File: src/rtl/cntr_shift_reg_n.sv
// ---------------------------------------------------------------------------
// cntr_shift_reg_n
//
// Parametrised multi-mode register: hold, parallel load, count up/down,
// logical shift left/right and rotate left/right. Every output is a flop;
// the next-state value is formed combinationally from the current state and
// the sampled inputs, so no input reaches an output without a clock edge.
//
// Parameters:
//   WIDTH      data width in bits (>= 2)
//   RESET_VAL  value loaded into q on reset (truncated to WIDTH bits)
//
// Ports:
//   clk    in   1      clock, rising edge
//   reset  in   1      synchronous, active-high reset (priority over en/op)
//   en     in   1      operation enable; 0 holds q, co and sout
//   op     in   3      operation select (see table below)
//   d      in   WIDTH  parallel load data
//   sin    in   1      serial input for SHL / SHR
//   q      out  WIDTH  register contents
//   co     out  1      carry/borrow (or saturation) pulse from last count op
//   sout   out  1      bit shifted/rotated out by last shift/rotate op
//
// op | name | action
// 000| HOLD | q holds
// 001| LOAD | q = d
// 010| INC  | q = q + 1, co on wrap from all-ones
// 011| DEC  | q = q - 1, co on borrow from zero
// 100| SHL  | q = {q[W-2:0], sin}, sout = old msb
// 101| SHR  | q = {sin, q[W-1:1]}, sout = old lsb
// 110| ROL  | q = {q[W-2:0], q[W-1]}, sout = old msb
// 111| ROR  | q = {q[0], q[W-1:1]}, sout = old lsb
//
// Build option:
//   CNTR_SAT_EN  when defined, INC at all-ones and DEC at zero saturate
//                (q holds) instead of wrapping; co then flags saturation.
// ---------------------------------------------------------------------------
module cntr_shift_reg_n #(
  parameter int               WIDTH     = 8,
  parameter logic [WIDTH-1:0] RESET_VAL = '0
) (
  input  logic             clk,
  input  logic             reset,
  input  logic             en,
  input  logic [2:0]       op,
  input  logic [WIDTH-1:0] d,
  input  logic             sin,
  output logic [WIDTH-1:0] q,
  output logic             co,
  output logic             sout
);

  localparam logic [2:0] OP_HOLD = 3'b000;
  localparam logic [2:0] OP_LOAD = 3'b001;
  localparam logic [2:0] OP_INC  = 3'b010;
  localparam logic [2:0] OP_DEC  = 3'b011;
  localparam logic [2:0] OP_SHL  = 3'b100;
  localparam logic [2:0] OP_SHR  = 3'b101;
  localparam logic [2:0] OP_ROL  = 3'b110;
  localparam logic [2:0] OP_ROR  = 3'b111;

  localparam logic [WIDTH-1:0] ONE  = {{(WIDTH-1){1'b0}}, 1'b1};
  localparam logic [WIDTH-1:0] ONES = {WIDTH{1'b1}};

  logic [WIDTH-1:0] q_nxt;
  logic             co_nxt;
  logic             sout_nxt;
  logic             q_max;
  logic             q_zero;

  assign q_max  = (q == ONES);
  assign q_zero = (q == '0);

  // Next state for an enabled cycle. Flags default to 0 so that any op that
  // does not define a flag clears it.
  always_comb begin
    q_nxt    = q;
    co_nxt   = 1'b0;
    sout_nxt = 1'b0;
    case (op)
      OP_HOLD: q_nxt = q;
      OP_LOAD: q_nxt = d;
      OP_INC: begin
        co_nxt = q_max;
`ifdef CNTR_SAT_EN
        q_nxt = q_max ? ONES : (q + ONE);
`else
        q_nxt = q + ONE;
`endif
      end
      OP_DEC: begin
        co_nxt = q_zero;
`ifdef CNTR_SAT_EN
        q_nxt = q_zero ? '0 : (q - ONE);
`else
        q_nxt = q - ONE;
`endif
      end
      OP_SHL: begin
        q_nxt    = {q[WIDTH-2:0], sin};
        sout_nxt = q[WIDTH-1];
      end
      OP_SHR: begin
        q_nxt    = {sin, q[WIDTH-1:1]};
        sout_nxt = q[0];
      end
      OP_ROL: begin
        q_nxt    = {q[WIDTH-2:0], q[WIDTH-1]};
        sout_nxt = q[WIDTH-1];
      end
      OP_ROR: begin
        q_nxt    = {q[0], q[WIDTH-1:1]};
        sout_nxt = q[0];
      end
      default: begin
        q_nxt    = q;
        co_nxt   = 1'b0;
        sout_nxt = 1'b0;
      end
    endcase
  end

  always_ff @(posedge clk) begin
    if (reset) begin
      q    <= RESET_VAL;
      co   <= 1'b0;
      sout <= 1'b0;
    end else if (en) begin
      q    <= q_nxt;
      co   <= co_nxt;
      sout <= sout_nxt;
    end
  end

endmodule

File: config.mk
export PLATFORM = sky130hd
export DESIGN_NAME = cntr_shift_reg_n
export DESIGN_NICKNAME = d
export VERILOG_FILES = /design/src/rtl/cntr_shift_reg_n.sv
export SDC_FILE = /design/constraint.sdc
export NUM_CORES = 1
export LEC_CHECK = 0
export BUFFER_PORTS_ARGS = -buffer_cell sky130_fd_sc_hd__buf_2
export CAP_MARGIN = 20
export CORE_AREA = 4 4 52 54
export DETAILED_ROUTE_END_ITERATION = 12
export DIE_AREA = 0 0 56 58
export PLACE_DENSITY = 0.71
export SKIP_CTS_REPAIR_TIMING = 1
export SLEW_MARGIN = 20
export SYNTH_ARGS = -nofsm -noshare
export SYNTH_HDL_FRONTEND = slang
export SYNTH_SLANG_ARGS = --single-unit
File: constraint.sdc
create_clock -name clk -period 4.85 [get_ports clk]
set_input_delay 0.485 -clock clk [delete_from_list [all_inputs] [get_ports clk]]
set_output_delay 0.485 -clock clk [all_outputs]
set_load 0.05 [all_outputs]
==> metrics.md, run 1 <==
| Metric | Value |
|---|---|
| Status | complete, no violations |
| Critical path type | input pin to flip-flop |
| Initial core utilization | 48.1% |
| # setup viols final | 0 |
| Leak | 0.522 nW |
| Share of the synthesized area in the top cell type | 18.8% |
| Total die area | 0.00325 mm^2 |
| Crit. End Element | flip-flop |
| CP max stage cell | or4_1 |
| Count leader, synth | a21oi_1 |
| Clk sinks | 10 |
| Pin count of the biggest net entering global routing | 23 |
| Min Clock Period, post-route | 2.43 ns |
| Final Hold Fails | 0 |
| Number of remaining DRC errors | 0 |
| Gr ovfl total | 0 |
| CTS HTree Levels | 1 |
| Syn Area/Cell | 7.82 um^2 |
| CP Cell Sequence | buf_2 > nand3b_4 > inv_4 > ha_1 > and3_2 > o311a_1 > or4_1 > nand3_1 > a311oi_1 |
| Area leader, netlist | dfxtp_1 |
| Crit-path max cell delay | 0.41 ns |
| GRT busiest layer | met2 |
| Met3 GRT Util | 1.11% |
| Max-slew headroom | 72.4% |
| Routability cong. | 0.875 |
| Core area | 0.00221 mm^2 |
| Root Driver | clkbuf_4 |
| Peak VDD IR | 0.125 mV |
| CTS Buf Count | 3 |
| First-pass GRT wire length | 5030 um |
| Post-Syn Instances | 136 |
| Worst hold path startpoint | co$_SDFFE_PP0P_ |
| Layout net count | 175 |
| Top FF cell, synth | dfxtp_1 |
| WP data required | 5.00 ns |
| Detailed-placement wirelength estimate | 2160 um |
| Clock power share | 28.6% |
| Worst r2r src | q[1]$_SDFFE_PP0P_ |
| Worst skew pair latency | 0.28 ns |
| Initial DRT Pass Iterations | 4 |
| Met1 usage | 24.5% |
| Sw frac | 38.9% |
| Setup Skew | 0.00759 ns |
| Tot GR Track Use | 18.6% |
| Ports | 25 |
| Placed Area | 0.00115 mm^2 |
| Worst hold slack | 0.468 ns |
| Worst-path maximum fanout | 22 |
| Vias in the first global route | 1,085 |
| Pins Over Slew Limit | 0 |
| Routed wire per std cell | 15.7 um |
| Iter 0 DRT Violations | 31 |
| Total number of vias | 1,123 |
| Slew of the pin with the lowest slew margin | 0.414 ns |
| Gate power share | 35.4% |
| Chip width | 56 um |
| PortBufs | 24 |
| Yosys Warn Count | 0 |
| Asr flop ratio synth | 0% |
| M2 GR Usage | 31.7% |
| Synth top cells by count | a21oi_1 (12), dfxtp_1 (10), nor2_1 (10) |
| Class of the worst hold path | flip-flop to flip-flop |
| Reg2Reg Setup Slack | 2.68 ns |
| Area delta synth->final | 12.0% |
| Post-synth EDFFs | 0 |
| Power Dens Cells | 234 mW/mm^2 |
| Maxcap violations | 0 |
| Switching power total | 0.000108 W |
| R2R depth | 7 |
| Clock-pin slew on the worst setup and hold paths | 0.08 ns |
| RSZ-0062 raised after global routing | no |
| Share of layout cells above drive strength 1 | 23.2% |
| FF-to-FF End | q[6]$_SDFFE_PP0P_ |
| Synth unique cells | 49 |
| Final setup TNS | 0 ns |
| Fin area | 0.00119 mm^2 |
| Cell Area, Synth | 0.00106 mm^2 |
| Final worst-path cycle share | 50.2% |
| Syn Nets | 155 |
| Remaining antenna violation count after routing | 0 |
| Layout Utilization | 53.8% |
| Sequential share of the synthesized area | 18.8% |
| Die height | 58 um |
| Seq cells post-synth | 10 |
| CP startpoint kind | input pin |
| N_diodes | 0 |
| TritonCTS clock tree | built |
| Site Rows | 17 |
| Maximum clock rate | 0.411 GHz |
| Arrival time worst endpoint | 2.58 ns |
| Drt total wl | 2870 um |
| Initial antenna violation count | 0 |
| Hold path endpoint | co$_SDFFE_PP0P_ |
| Internal power | 0.000170 W |
| Sequential share of power | 36.0% |
| Clock tree buffer depth | 2 |
| Worst hold path cell count | 2 |
| Synth area leaders | dfxtp_1 (19%), mux2i_1 (6.6%), a21oi_1 (5.6%), ha_1 (4.7%), o211ai_1 (4.2%) |
| Vias per inst | 6.14 |
## cell type report
| type | instances | area, um^2 |
|---|---|---|
| Fill cell | 229 | 1020 |
| Timing Repair Buffer | 24 | 120 |
| Sequential cell | 10 | 200 |
| Multi-Input combinational cell | 115 | 790 |
| Clock buffer | 4 | 36.3 |
| Tap cell | 28 | 35.0 |
| Inverter | 2 | 10.0 |
## per-layer routing
layer	vias up	part of all wire (%)
li1	559	-
met1	518	45
met2	41	48
met3	5	6.2
met4	0	1.7
met5	-	0
## state kept, by name (all words and copies together), names as in the netlist
name,flops
sout,1
co,1
q,8
## logic make-up after synthesis
| group | after synthesis | share of synthesized area [%] |
|---|---|---|
| flops | 10 | 18.8 |
| buf+inv | 11 | 6.94 |
| xor+xnor | 3 | 2.47 |
| simple gates | 51 | 26.9 |
| fa+ha+maj | 5 | 5.65 |
| mux | 10 | 9.76 |
| compound gates | 46 | 29.4 |
## worst max-delay path, delay by kind of cell
family | cells | cell delay, ns
AO/OA/AOI/OAI | 2 | 0.39
adder cells (fa/ha/maj) | 1 | 0.31
buffers and inverters | 2 | 0.49
AND/OR/NAND/NOR | 4 | 0.92
## power groups by stage
stage	sequential [W]	combinational [W]	clock, W
after CTS	0.0000996	0.0000987	0.0000796
after global routing	0.000101	0.000108	0.0000830
after detailed placement	0.000101	0.0000981	0
after floorplan	0.000115	0.0000622	0
after global placement	0.000102	0.0000963	0
final	0.000100	0.0000986	0.0000796
## worst max-delay path by stage
stage / startpoint / endpoint / slack (ns) / cells past startpoint
after floorplan: op[2] / q[6]$_SDFFE_PP0P_ / 2.48 / 9
after global placement: op[0] / q[6]$_SDFFE_PP0P_ / 2.22 / 9
after detailed placement: op[0] / q[6]$_SDFFE_PP0P_ / 2.13 / 9
after CTS: op[0] / q[6]$_SDFFE_PP0P_ / 2.42 / 9
after global routing: op[0] / q[6]$_SDFFE_PP0P_ / 2.27 / 9
final: op[0] / q[6]$_SDFFE_PP0P_ / 2.42 / 9
## cells in the final DEF (no fill, tap or decap), types with 2 or more instances in the layout
| cell | netlist | routed |
|---|---|---|
| o211a_1 | 2 | 2 |
| nor2b_1 | 3 | 3 |
| mux2i_1 | 7 | 7 |
| nand2b_1 | 5 | 5 |
| nand3_1 | 6 | 6 |
| nor3_1 | 4 | 4 |
| o211ai_1 | 6 | 6 |
| xnor2_1 | 3 | 3 |
| ha_1 | 4 | 4 |
| dfxtp_1 | 10 | 10 |
| o21ai_0 | 7 | 7 |
| nor2_1 | 10 | 10 |
| a211oi_1 | 3 | 3 |
| nor4_1 | 2 | 2 |
| buf_2 | 1 | 24 |
| a21oi_1 | 12 | 12 |
| clkbuf_4 | 0 | 3 |
| o21a_1 | 2 | 2 |
| nand2_1 | 8 | 8 |
| mux2_2 | 3 | 3 |
| o21ai_1 | 2 | 2 |
| or2_1 | 2 | 2 |
| or4_1 | 2 | 2 |
| o31a_1 | 2 | 2 |
## stage by stage
step | power [W] | worst slack (ns) | cells
after detailed placement | 0.000200 | 2.13 | 179
after CTS | 0.000278 | 2.42 | 183
after global placement | 0.000198 | 2.22 | 179
after floorplan | 0.000177 | 2.48 | 136
after global routing | 0.000292 | 2.27 | 183
final | 0.000278 | 2.42 | 183
Note: power is estimated with default switching activity, not from simulation.
==> run 2, diff against run 1 <==
Settings changed: ABC_AREA set to 1, PLACE_DENSITY 0.71 to 0.72.
Clock period 4.85 ns to 2.2 ns, I/O delays scaled along.
==> metrics.md, run 2 <==
| Metric | Value |
|---|---|
| Reg2Reg Setup Slack | 0.41 ns (was 2.68 ns) |
| Post-synthesis adder-cell area fraction | 4.96% (was 5.65%) |
| Final worst-path cycle share | 81.3% |
| Clock-pin slew on the worst setup and hold paths | 0.07 ns (was 0.08 ns) |
| Ports | 25 (unchanged) |
| CP Cell Sequence | nand4_1 > nand2_1 > inv_1 > ha_1 > inv_1 > nand2_1 > o21ai_0 > o221ai_1 > o21ai_0 > inv_1 (was buf_2 > nand3b_4 > inv_4 > ha_1 > and3_2 > o311a_1 > or4_1 > nand3_1 > a311oi_1) |
| RSZ-0062 raised after global routing | no (unchanged) |
| Site Rows | 17 (unchanged) |
| Total Power | 0.000624 W (was 0.000278 W) |
| Final setup TNS | 0 ns (unchanged) |
| Setup Skew | 0.00396 ns (was 0.00759 ns) |
| Synth area leaders | dfxtp_1 (20%), nand2_1 (14%), inv_1 (10%), nand3_1 (7.9%), o21ai_0 (5.5%) (was dfxtp_1 (19%), mux2i_1 (6.6%), a21oi_1 (5.6%), ha_1 (4.7%), o211ai_1 (4.2%)) |
| Max-slew headroom | 78.6% (was 72.4%) |
| Family with the most delay on the worst path | compound AO/OA/AOI/OAI gates (was simple AND/OR/NAND/NOR gates) |
| Fin area | 0.00120 mm^2 (was 0.00119 mm^2) |
| Synth Area in Compound Gates | 25.4% (was 29.4%) |
| Count leader, synth | nand2_1 (was a21oi_1) |
| Final Hold Fails | 0 (unchanged) |
| PortBufs | 24 (unchanged) |
| Post-Synth Simple-Gate Area | 37.7% (was 26.9%) |
| Max FFs per register | 8 (unchanged) |
| Slew of the pin with the lowest slew margin | 0.320 ns (was 0.414 ns) |
| Pins Over Slew Limit | 0 (unchanged) |
| TritonCTS clock tree | built (unchanged) |
| Status | complete, no violations (unchanged) |
| N_diodes | 0 (unchanged) |
| Worst r2r src | q[1]$_SDFFE_PP0P_ (unchanged) |
| Layout net count | 213 (was 175) |
| Leak | 0.638 nW (was 0.522 nW) |
| First-pass GRT wire length | 5240 um (was 5030 um) |
| Sequential share of the synthesized area | 19.8% (was 18.8%) |
| Worst skew pair latency | 0.28 ns (about the same) |
| Top FF cell, synth | dfxtp_1 (unchanged) |
| FF-to-FF End | q[2]$_SDFFE_PP0P_ (was q[6]$_SDFFE_PP0P_) |
| CTS HTree Levels | 1 (unchanged) |
| Post-Synth XOR/XNOR Area | 0% (was 2.47%) |
| Most used cell, CP | inv_1 |
| Area leader, netlist | dfxtp_1 (unchanged) |
| CP startpoint kind | flip-flop (was input pin) |
| Synth unique cells | 28 (was 49) |
| Area delta synth->final | 18.7% (was 12.0%) |
| Worst-path maximum fanout | 7 (was 22) |
| Worst hold path cell count | 2 (unchanged) |
| Placed Area | 0.00116 mm^2 (was 0.00115 mm^2) |
| Power Dens Cells | 520 mW/mm^2 (was 234 mW/mm^2) |
| Pin count of the biggest net entering global routing | 12 (was 23) |
| Total die area | 0.00325 mm^2 (unchanged) |
| Commonest non-fill, non-tap cells in the layout | nand2_1 (37), inv_1 (28), buf_2 (24) (was buf_2 (24), a21oi_1 (12), nor2_1 (10), dfxtp_1 (10), nand2_1 (8)) |
| Vias in the first global route | 1,154 (was 1,085) |
| Worst hold path startpoint | reset (was co$_SDFFE_PP0P_) |
| Clock tree buffer depth | 2 (unchanged) |
| Number of remaining DRC errors | 0 (unchanged) |
| Min Clock Period, post-route | 1.79 ns |
| Crit-path max cell delay | 0.47 ns (was 0.41 ns) |
| Top flop regs | q x8, co x1, sout x1 (unchanged) |
| Sw frac | 41.3% (was 38.9%) |
| Peak VDD IR | 0.306 mV (was 0.125 mV) |
| Syn Area/Cell | 6.08 um^2 (was 7.82 um^2) |
| # setup viols final | 0 (unchanged) |
| Vias per inst | 5.76 (was 6.14) |
| Fillers | 231 (was 229) |
| Worst setup margin | 0.411 ns (was 2.42 ns) |
| Class of the worst hold path | input pin to flip-flop (was flip-flop to flip-flop) |
| WP data required | 2.37 ns (was 5.00 ns) |
| Maximum clock rate | 0.559 GHz |
| Commonest non-fill, non-tap cell in the layout | nand2_1 (was buf_2) |
| Hold path endpoint | q[5]$_SDFFE_PP0P_ (was co$_SDFFE_PP0P_) |
| Post-Syn Instances | 166 (was 136) |
| Core area | 0.00221 mm^2 (unchanged) |
| Remaining antenna violation count after routing | 0 (unchanged) |
| R2R depth | 10 (was 7) |
| Syn Nets | 185 (was 155) |
| CTS Buf Count | 3 (unchanged) |
| CP max stage cell | dfxtp_1 (was or4_1) |
| Cell Area, Synth | 0.00101 mm^2 (was 0.00106 mm^2) |
| Routed wire per std cell | 14.1 um (was 15.7 um) |
| Drt total wl | 3120 um (was 2870 um) |
| Routability cong. | 0.894 (was 0.875) |
| Yosys Warn Count | 0 (unchanged) |
| Switching power total | 0.000258 W (was 0.000108 W) |
| Maxcap violations | 0 (unchanged) |
| Internal power | 0.000366 W (was 0.000170 W) |
| Setup WS pre-CTS | 0.367 ns (was 2.13 ns) |
| Sequential share of power | 35.2% (was 36.0%) |
| Initial DRT Pass Iterations | 4 (unchanged) |
| Post-synth EDFFs | 0 (unchanged) |
| Post-Layout Cell Count | 221 (was 183) |
| Clock power share | 27.1% (was 28.6%) |
| Clk sinks | 10 (unchanged) |
| Arrival time worst endpoint | 1.96 ns (was 2.58 ns) |
| Root Driver | clkbuf_4 (unchanged) |
| Iter 0 DRT Violations | 42 (was 31) |
| Die height | 58 um (unchanged) |
| Chip width | 56 um (unchanged) |
| Critical path type | flip-flop to flip-flop (was input pin to flip-flop) |
| Asr flop ratio synth | 0% (unchanged) |
| Largest Register | q (unchanged) |
| Share of the synthesized area in the top cell type | 19.8% (was 18.8%) |
| CP Launch Point | q[1]$_SDFFE_PP0P_ (was op[0]) |
| Crit. End Element | flip-flop (unchanged) |
| Synth top cells by count | nand2_1 (37), inv_1 (28), nand3_1 (16) (was a21oi_1 (12), dfxtp_1 (10), nor2_1 (10)) |
| Total number of vias | 1,274 (was 1,123) |
| Share of layout cells above drive strength 1 | 23.3% (was 23.2%) |
| Initial antenna violation count | 0 (unchanged) |
| Gate power share | 37.7% (was 35.4%) |
| CP bufs+invs | 3 (was 2) |
| Gr ovfl total | 0 (unchanged) |
| Placed cells | 217 (was 179) |
| Largest family of logic cells by synthesized area | simple AND/OR/NAND/NOR gates (was compound AO/OA/AOI/OAI gates) |
| Mux contribution to synthesized area | 0% (was 9.76%) |
| Seq cells post-synth | 10 (unchanged) |
| Detailed-placement wirelength estimate | 2400 um (was 2160 um) |
| Tot GR Track Use | 20.0% (was 18.6%) |
| Initial core utilization | 45.6% (was 48.1%) |
[run 2: cell types whose count changed in the layout (fill, tap and decap cells not counted), moves of 6 or more]
cell and delta:
nand2_1 +29, inv_1 +27, nand3_1 +10, mux2i_1 -7, o211ai_1 -6
[run 2: metrics by stage]
stage	util (%)	hold slack, ns
after floorplan	-	0.282
after global placement	52.5	0.451
after global routing	54.2	0.156
final	54.2	0.161
after CTS	54.2	0.156
after detailed placement	52.5	0.452
[run 2: worst max path at each step]
stage,end,slack (ns),cells after the start
2_1_floorplan,q[4]$_SDFFE_PP0P_,0.32,11
3_3_place_gp,q[4]$_SDFFE_PP0P_,0.36,9
5_1_grt,q[2]$_SDFFE_PP0P_,0.29,10
3_5_place_dp,q[7]$_SDFFE_PP0P_,0.37,10
6_report,q[2]$_SDFFE_PP0P_,0.41,10
4_1_cts,q[2]$_SDFFE_PP0P_,0.48,10
[run 2: worst register-to-register path, cell delays in order, from the launching register on]
cell and delay (ns):
dfxtp_1 0.47, nand4_1 0.17, nand2_1 0.13, inv_1 0.05
ha_1 0.17, inv_1 0.06, nand2_1 0.10, o21ai_0 0.18
o221ai_1 0.13, o21ai_0 0.17, inv_1 0.05
[run 2: metal layers]
layer | global-route usage, % | vias to the layer above | routed length, um
met1 | 25.1 | 574 | 1300
met5 | 0 | - | 0
met3 | 2.90 | 5 | 236
met4 | 7.46 | 0 | 46
met2 | 34.7 | 70 | 1530
li1 | - | 625 | -
[run 2: cell families after synthesis]
| group | after synthesis |
|---|---|
| AOI/OAI and AO/OA | 41 |
| buffers and inverters | 32 |
| and+or+nand+nor | 79 |
| DFF | 10 |
| adders and majority gates | 4 |
[run 2: area by class of cell]
class | instances | area, um^2 | share of cell area (%)
Clock buffer | 4 | 36.3 | 3.03
Tap cell | 28 | 35.0 | 2.92
Multi-Input combinational cell | 124 | 687 | 57.3
Timing Repair Buffer | 25 | 128 | 10.6
Sequential cell | 10 | 200 | 16.7
Inverter | 30 | 113 | 9.39
[run 2: power by group through the flow]
| stage | Sequential, W | Clock, W | Combinational [W] |
|---|---|---|---|
| floorplan | 0.000262 | 0 | 0.000123 |
| global placement | 0.000222 | 0 | 0.000228 |
| detailed placement | 0.000222 | 0 | 0.000230 |
| CTS | 0.000218 | 0.000173 | 0.000232 |
| global route | 0.000221 | 0.000185 | 0.000257 |
| finish | 0.000219 | 0.000169 | 0.000235 |
